<file path="src/rtl/fsic_io_serdes_tx_frm.sv">
`timescale 1ns/1ps
// FSIC link transmit framer: parallel words through a 1-entry holding buffer,
// serialized LSB-first per lane with a frame-valid sideband lane and training frames.
module fsic_io_serdes_tx_frm #(
  parameter int pLANES        = 8,
  parameter int pCLK_RATIO    = 4,
  parameter int pTRAIN_FRAMES = 8,
  parameter int pW            = pLANES * pCLK_RATIO
) (
  input  logic                          ioclk,
  input  logic                          axis_rst,
  input  logic                          txen,
  input  logic                          train_req,
  input  logic [pW-1:0]                 in_tdata,
  input  logic                          in_tvalid,
  output logic                          in_tready,
  output logic [pLANES:0]               serial_txd,
  output logic                          serial_tclk_en,
  output logic [$clog2(pCLK_RATIO)-1:0] phase_cnt,
  output logic                          frame_start,
  output logic [1:0]                    link_state
);

  localparam int PCW        = $clog2(pCLK_RATIO);
  localparam int TCW        = (pTRAIN_FRAMES > 1) ? $clog2(pTRAIN_FRAMES) : 1;
  localparam int TRAIN_LAST = (pTRAIN_FRAMES > 0) ? pTRAIN_FRAMES - 1 : 0;
  localparam logic [PCW-1:0] PH_LAST = PCW'(pCLK_RATIO - 1);
  localparam logic [TCW-1:0] TC_LAST = TCW'(TRAIN_LAST);

  typedef enum logic [1:0] {
    ST_IDLE  = 2'd0,
    ST_TRAIN = 2'd1,
    ST_RUN   = 2'd2
  } state_t;

  state_t                               state_q, state_d;
  logic [PCW-1:0]                       phase_q, phase_d;
  logic [pW-1:0]                        cur_q, cur_d;
  logic                                 cur_vld_q, cur_vld_d;
  logic [pW-1:0]                        hold_q, hold_d;
  logic                                 hold_vld_q, hold_vld_d;
  logic [TCW-1:0]                       train_cnt_q, train_cnt_d;
  logic                                 retrain_pend_q, retrain_pend_d;

  logic                                 boundary_s;
  logic                                 ready_s;
  logic                                 accept_s;
  logic [pLANES-1:0][pCLK_RATIO-1:0]    lanes_s;
  logic [pLANES-1:0]                    data_bits_s;

  assign boundary_s = (state_q != ST_IDLE) && (phase_q == PH_LAST);
  assign ready_s    = (state_q == ST_RUN) && !retrain_pend_q && txen &&
                      (!hold_vld_q || (phase_q == PH_LAST));
  assign accept_s   = in_tvalid && ready_s;

  // Next-state: link FSM, phase counter, frame/hold buffer and training count
  always_comb begin
    state_d        = state_q;
    cur_d          = cur_q;
    cur_vld_d      = cur_vld_q;
    hold_d         = hold_q;
    hold_vld_d     = hold_vld_q;
    train_cnt_d    = train_cnt_q;
    retrain_pend_d = retrain_pend_q;

    if ((state_q == ST_IDLE) || boundary_s) begin
      phase_d = PCW'(0);
    end else begin
      phase_d = phase_q + PCW'(1);
    end

    case (state_q)
      ST_IDLE: begin
        if (txen) begin
          state_d     = (pTRAIN_FRAMES == 0) ? ST_RUN : ST_TRAIN;
          train_cnt_d = TCW'(0);
        end else begin
          state_d = ST_IDLE;
        end
      end
      ST_TRAIN: begin
        if (boundary_s) begin
          if (!txen) begin
            state_d     = ST_IDLE;
            cur_vld_d   = 1'b0;
            train_cnt_d = TCW'(0);
          end else if (train_cnt_q == TC_LAST) begin
            // Held word goes out in the very first RUN frame
            state_d     = ST_RUN;
            train_cnt_d = TCW'(0);
            cur_d       = hold_q;
            cur_vld_d   = hold_vld_q;
            hold_vld_d  = 1'b0;
          end else begin
            train_cnt_d = train_cnt_q + TCW'(1);
          end
        end else begin
          train_cnt_d = train_cnt_q;
        end
      end
      ST_RUN: begin
        if (boundary_s) begin
          retrain_pend_d = 1'b0;
          if (!txen) begin
            state_d   = ST_IDLE;
            cur_vld_d = 1'b0;
          end else if (retrain_pend_q && (pTRAIN_FRAMES != 0)) begin
            state_d = ST_TRAIN;
          end else begin
            cur_d      = hold_q;
            cur_vld_d  = hold_vld_q;
            hold_vld_d = 1'b0;
          end
        end else begin
          state_d = ST_RUN;
        end
        if (train_req && (state_d == ST_RUN)) begin
          retrain_pend_d = 1'b1;
        end else begin
          retrain_pend_d = retrain_pend_d;
        end
      end
      default: begin
        state_d = ST_IDLE;
      end
    endcase

    if (accept_s) begin
      hold_d     = in_tdata;
      hold_vld_d = 1'b1;
    end else begin
      hold_d = hold_d;
    end
  end

  // State registers
  always_ff @(posedge ioclk or posedge axis_rst) begin
    if (axis_rst) begin
      state_q        <= ST_IDLE;
      phase_q        <= PCW'(0);
      cur_q          <= '0;
      cur_vld_q      <= 1'b0;
      hold_q         <= '0;
      hold_vld_q     <= 1'b0;
      train_cnt_q    <= TCW'(0);
      retrain_pend_q <= 1'b0;
    end else begin
      state_q        <= state_d;
      phase_q        <= phase_d;
      cur_q          <= cur_d;
      cur_vld_q      <= cur_vld_d;
      hold_q         <= hold_d;
      hold_vld_q     <= hold_vld_d;
      train_cnt_q    <= train_cnt_d;
      retrain_pend_q <= retrain_pend_d;
    end
  end

  assign lanes_s = cur_q;

  for (genvar l = 0; l < pLANES; l++) begin : g_lane
    assign data_bits_s[l] = lanes_s[l][phase_q];
  end

  // Lane decode from registered state only
  always_comb begin
    serial_txd = '0;
    case (state_q)
      ST_TRAIN: serial_txd = {(pLANES + 1){phase_q == PCW'(0)}};
      ST_RUN:   serial_txd = {cur_vld_q, data_bits_s & {pLANES{cur_vld_q}}};
      default:  serial_txd = '0;
    endcase
  end

  assign in_tready      = ready_s;
  assign serial_tclk_en = (state_q != ST_IDLE);
  assign frame_start    = (state_q != ST_IDLE) && (phase_q == PCW'(0));
  assign phase_cnt      = phase_q;
  assign link_state     = state_q;

endmodule
</file>
<file path="config.mk">
export PLATFORM = sky130hd
export DESIGN_NAME = fsic_io_serdes_tx_frm
export DESIGN_NICKNAME = d
export VERILOG_FILES = /design/src/rtl/fsic_io_serdes_tx_frm.sv
export SDC_FILE = /design/constraint.sdc
export NUM_CORES = 1
export LEC_CHECK = 0
export BUFFER_PORTS_ARGS = -buffer_cell sky130_fd_sc_hd__buf_2
export CAP_MARGIN = 15
export CORE_AREA = 2 2 104 81
export CTS_CLUSTER_SIZE = 25
export DETAILED_ROUTE_END_ITERATION = 16
export DIE_AREA = 0 0 106 83
export HOLD_SLACK_MARGIN = 0.1
export PLACE_DENSITY = 0.68
export SETUP_SLACK_MARGIN = 0.1
export SYNTH_ARGS = -nofsm -noshare
export SYNTH_HDL_FRONTEND = slang
export SYNTH_SLANG_ARGS = --single-unit
</file>
<file path="constraint.sdc">
create_clock -name ioclk -period 2.1 [get_ports ioclk]
set_input_delay 0.42 -clock ioclk [delete_from_list [all_inputs] [get_ports ioclk]]
set_output_delay 0.42 -clock ioclk [all_outputs]
set_load 0.01 [all_outputs]
</file>
Word-level counts from Yosys, hierarchy flattened
Index checks and enable logic that the tools add are counted.
- $add $sub $neg: 2
- magnitude comparators: 1
- equality and inequality tests: 20
- muxes and demuxes: 56
- bitwise operators: 1
- reduce and logical (&&, ||, !) cells: 24
- operators with widths (cell ; count):
    two-way mux 32 bit ; 6
    case mux 32 bit (2 select lines) ; 1
    two-way mux 1 bit ; 24
    inequality test 3 bit (second input constant) ; 8
    case mux 9 bit (2 select lines) ; 1
    binary-select mux 1 bit (select 2 bit) ; 8
    two-way mux 2 bit ; 8
    inequality test 2 bit (second input constant) ; 7
    AND reduction 7 bit ; 2
    two-way mux 3 bit ; 4
    bitwise AND 8 bit ; 1
    nonzero test 2 bit ; 4
    logical AND 1 bit ; 7
    equality test 2 bit (second input constant) ; 3
    case mux 2 bit (3 select lines) ; 1
    case mux 3 bit (2 select lines) ; 1
    AND reduction 5 bit ; 1
    logical NOT 2 bit ; 2
    case mux 1 bit (2 select lines) ; 2
    AND reduction 2 bit ; 2
    adder 3 x 1 -> 3 bit (second input constant) ; 1
    equality test 3 bit (second input constant) ; 1
    less-than comparator 2 x 3 -> 1 bit (second input constant) ; 1
    AND reduction 3 bit ; 1
    other kinds (5) ; 7
- bits in registers: 74
- bits of input ports: 37
- output and inout port bits: 16
- word-level logic and storage cells: 112

Logic depth before layout (Yosys ltp)
- depth in word-level cells: 8
- depth in mapped cells: 8
- depth with buffers taken out: 6

Worst setup path after synthesis
Ideal clock, no wire load.
- path kind: reg2out
- from: register phase_q[0] (netlist: phase_cnt[0])
- to: output port serial_txd[0]
- data arrival time: 1779 ps
- required time: 1680 ps
- setup slack: -99 ps
- stages on the path, launching flop included: 8
- path buffers: 2
- path through: dfrtp_1 > buf_2 > inv_1 > ha_1 > and2_1 > clkbuf_1 > o21ai_1 > nor2_1
- cells in the longest elaborated chain, start to end: 4
- elaborated cells on any way between the ends: 5
- classes of those cells: mux: 3; bitwise: 1; reduce/logical: 1
- ends and longest elaborated chain (item ; line ; text):
    from (decl) ; 37 ; logic [PCW-1:0] phase_q, phase_d;
    from (signal assigned) ; 149 ; phase_q <= phase_d;
    binary-select mux 1 bit (select 2 bit) ; 162 ; assign data_bits_s[l] = lanes_s[l][phase_q];
    two-way mux 1 bit (not written as such) ; 162 ;
    bitwise AND 8 bit ; 170 ; ST_RUN: serial_txd = {cur_vld_q, data_bits_s & {pLANES{cur_vld_q}}};
    case mux 9 bit (2 select lines) (*) ; 168 ; case (state_q)
    to (decl) ; 17 ; output logic [pLANES:0] serial_txd,
Mark *: on every way between the ends. The rest lies on a longest branch, timed or not. The select of a mux whose other input is x is not followed.

Worst setup path after layout
Same ends and word-level chain as after synthesis.

==> results_dict.tcl <==
set metrics [dict create \
    clock_latency_ps 350 \
    grt-ovfl-total 0 \
    dieArea_mm2 0.00880 \
    hpwl_mm 4.85 \
    synth.avg_cell_area_um2 15.2 \
    grt_pass1_wl_mm 11.7 \
    tightest_slew_ps 362 \
    portBuffers 52 \
    syn_area_mm2 0.00350 \
    min_period_over_period_pct 104 \
    clock_path_buffers 2 \
    cpPeakStageDelay_ps 540 \
    place_inst 396 \
    die_w_um 106 \
    fp.dieH_um 83 \
    slew_violations 0 \
    ant_nets 0 \
    synth_nets 275 \
    nets 361 \
    drv_cap 0 \
    async_flop_share_pct 100 \
    cp_data_arrival_time_ps 1770 \
    syn_inst 230 \
    initialDrtViolationCount 80 \
    pin_count 53 \
    path_class "reg -> out" \
    area_growth_pct 27.1 \
    crit_buf_inv 2 \
    critPathTopFamily "multiplexers" \
    fin_ws_ps -91.2 \
    tritoncts "yes" \
    antenna_cells 0 \
    cts_made_buffers 9 \
    antenna_found_initial 0 \
    ys.flop_type "dfrtp_1" \
    p_leak_nw 2.33 \
    synth_edf_count 0 \
    first_global_vias 2306 \
    ctsHtreeMaxLevel 3 \
    yosys_warnings 0 \
    num_rows 28 \
    gp_congestion 0.779 \
    grt_max_degree 33 \
    slew_headroom_pct 75.8 \
    fmax_mhz 456 \
    end_kind "output pin" \
    core_mm2 0.00774 \
    powerDensity_mw_per_mm2 1100 \
    vias_per_cell 5.00 \
    finalHoldViolCount 0 \
    cts-root-buf "clkbuf_8" \
    setup_viol 9 \
    hp-class "in -> reg" \
    cp_max_fo 5 \
    crit_chain "buf_6 -> mux4_2 -> nor2_4 -> nor2_1 -> buf_2" \
    ys_seq_area_share_pct 52.9 \
    totalPowerFinal_mw 4.88 \
    clock_skew_ps 7.69 \
    initial_core_util_pct 45.2 \
    drc 0 \
    vdd_ir_drop_max_mv 0.434 \
    final_cells 426 \
    cts.sinks 74 \
    cpMaxStageDelayCell "mux4_2" \
    outcome "finished, violations left" \
    synth_cell_types 37 \
    routedWlPerCell_um 16.4 \
    synth_seq_cells 74 \
    vias 2129 \
    min_period_ps 2190 \
    required_ps 1680 \
    rsz0062_at_grt "yes" \
    drive_above_1_share_pct 63.6 \
    violations "setup timing" \
    track_usage_pct 17.2 \
    path_clk_slew_ps 80 \
    startpoint_type "flip-flop" \
    drt_pre_antenna_iters 4 \
    routed_wl_mm 6.98 \
]
[cells in the mapped netlist (all sizes together), types with 2 or more instances]
master	number	share of area, %
inv	11	1.2
mux4	8	5.1
o21ai	3	0.43
a31oi	3	0.54
dfrtp	74	53
mux2	64	25
a21oi	2	0.61
buf	8	3.0
nand2	4	0.64
nor3	2	0.29
ha	8	2.9
clkbuf	2	0.25
nor2	21	2.3
and2	2	0.36
a22o	4	1.0
[state kept, by name (all words and copies together), names as in the netlist]
signal,cells
retrain_pend_q,1
cur_q,32
cur_vld_q,1
phase_cnt,2
link_state,2
hold_vld_q,1
hold_q,32
train_cnt_q,3
[final timing paths]
path / start / endpoint / slack, ps / cells after the start
hold reg to reg: hold_q[29]$_DFFE_PP0P_ / cur_q[29]$_DFFE_PP0P_ / 500 / 1
hold / removal: in_tdata[15] / hold_q[15]$_DFFE_PP0P_ / 290 / 2
min in group asynchronous: axis_rst / hold_q[17]$_DFFE_PP0P_ / 580 / 3
setup reg to reg: link_state[0]$_DFFE_PP0P_ / hold_q[6]$_DFFE_PP0P_ / 140 / 10
setup / recovery: phase_cnt[0]$_DFF_PP0_ / serial_txd[0] / -90 / 5
max in group asynchronous: axis_rst / cur_q[24]$_DFFE_PP0P_ / 940 / 4
[placed cells by master, fill, tap and decap left out, types with 2 or more instances in the layout]
cell type / n
nand2_1: 3
buf_12: 5
mux4_2: 8
dfrtp_2: 3
buf_6: 10
clkbuf_8: 9
a31oi_1: 3
inv_2: 4
dfrtp_1: 71
ha_1: 5
nor2_2: 8
mux2_2: 26
nor2_4: 3
nor2_1: 10
nor3_1: 2
and2_4: 2
buf_4: 17
buf_2: 51
o21ai_0: 2
clkinvlp_4: 3
inv_1: 6
inv_6: 2
mux2_4: 38
a22o_1: 4
ha_4: 2
[where the power goes]
part | switching (mW) | total (mW) | internal (mW) | leakage [nW]
Clock | 0.559 | 1.12 | 0.556 | 0.0962
Combinational | 0.706 | 1.71 | 1.01 | 1.24
Sequential | 0.254 | 2.05 | 1.79 | 0.993
Total | 1.52 | 4.88 | 3.36 | 2.33
[per-layer routing]
metal	vias up	wire length (µm)	global-route usage (%)
li1	993	-	-
met1	1071	3240	22.8
met2	54	3240	26.2
met3	11	391	6.51
met4	0	106	5.26
met5	-	0	0
[per-stage QoR]
step / instance area [µm²] / TNS (ps) / hold WS (ps) / util [%] / worst slack, ps
after CTS: 4320 / -703 / 272 / 55.8 / -88.6
after floorplan: 3510 / 0 / 448 / - / 113
after detailed placement: 3970 / 0 / 420 / 51.2 / 62.9
after global routing: 4450 / -1060 / 265 / 57.4 / -147
final: 4450 / -386 / 290 / 57.4 / -91.2
after global placement: 3970 / 0 / 415 / 51.2 / 110
[kinds of logic (layout without fill, tap and decap cells)]
family	after synthesis	count (layout)	share of synthesized area (%)
flip-flops	74	74	52.9
AND/OR/NAND/NOR	37	37	5.83
AO/OA/AOI/OAI	18	18	4.18
buffers and inverters	21	112	4.40
adder cells (fa/ha/maj)	8	8	2.86
multiplexers	72	72	29.8
[what timing repair did]
item | CTS | global route
pin swaps | 8 | 3
endpoints found under the setup margin | 10 | 14
cloned | 0 | 1
setup buffers | 7 | 5
hold buffers | 1 | 0
resized for setup | 28 | 18
endpoints found under the hold margin | 11 | 0
[cell type report]
type / count / area, µm²
Sequential cell: 74 / 1860
Clock inverter: 7 / 76.3
Timing Repair Buffer: 85 / 631
Multi-Input combinational cell: 135 / 1590
Tap cell: 105 / 131
Inverter: 11 / 45.0
Clock buffer: 9 / 124
Fill cell: 647 / 3290
No activity file was read; power rests on OpenSTA's default activity.
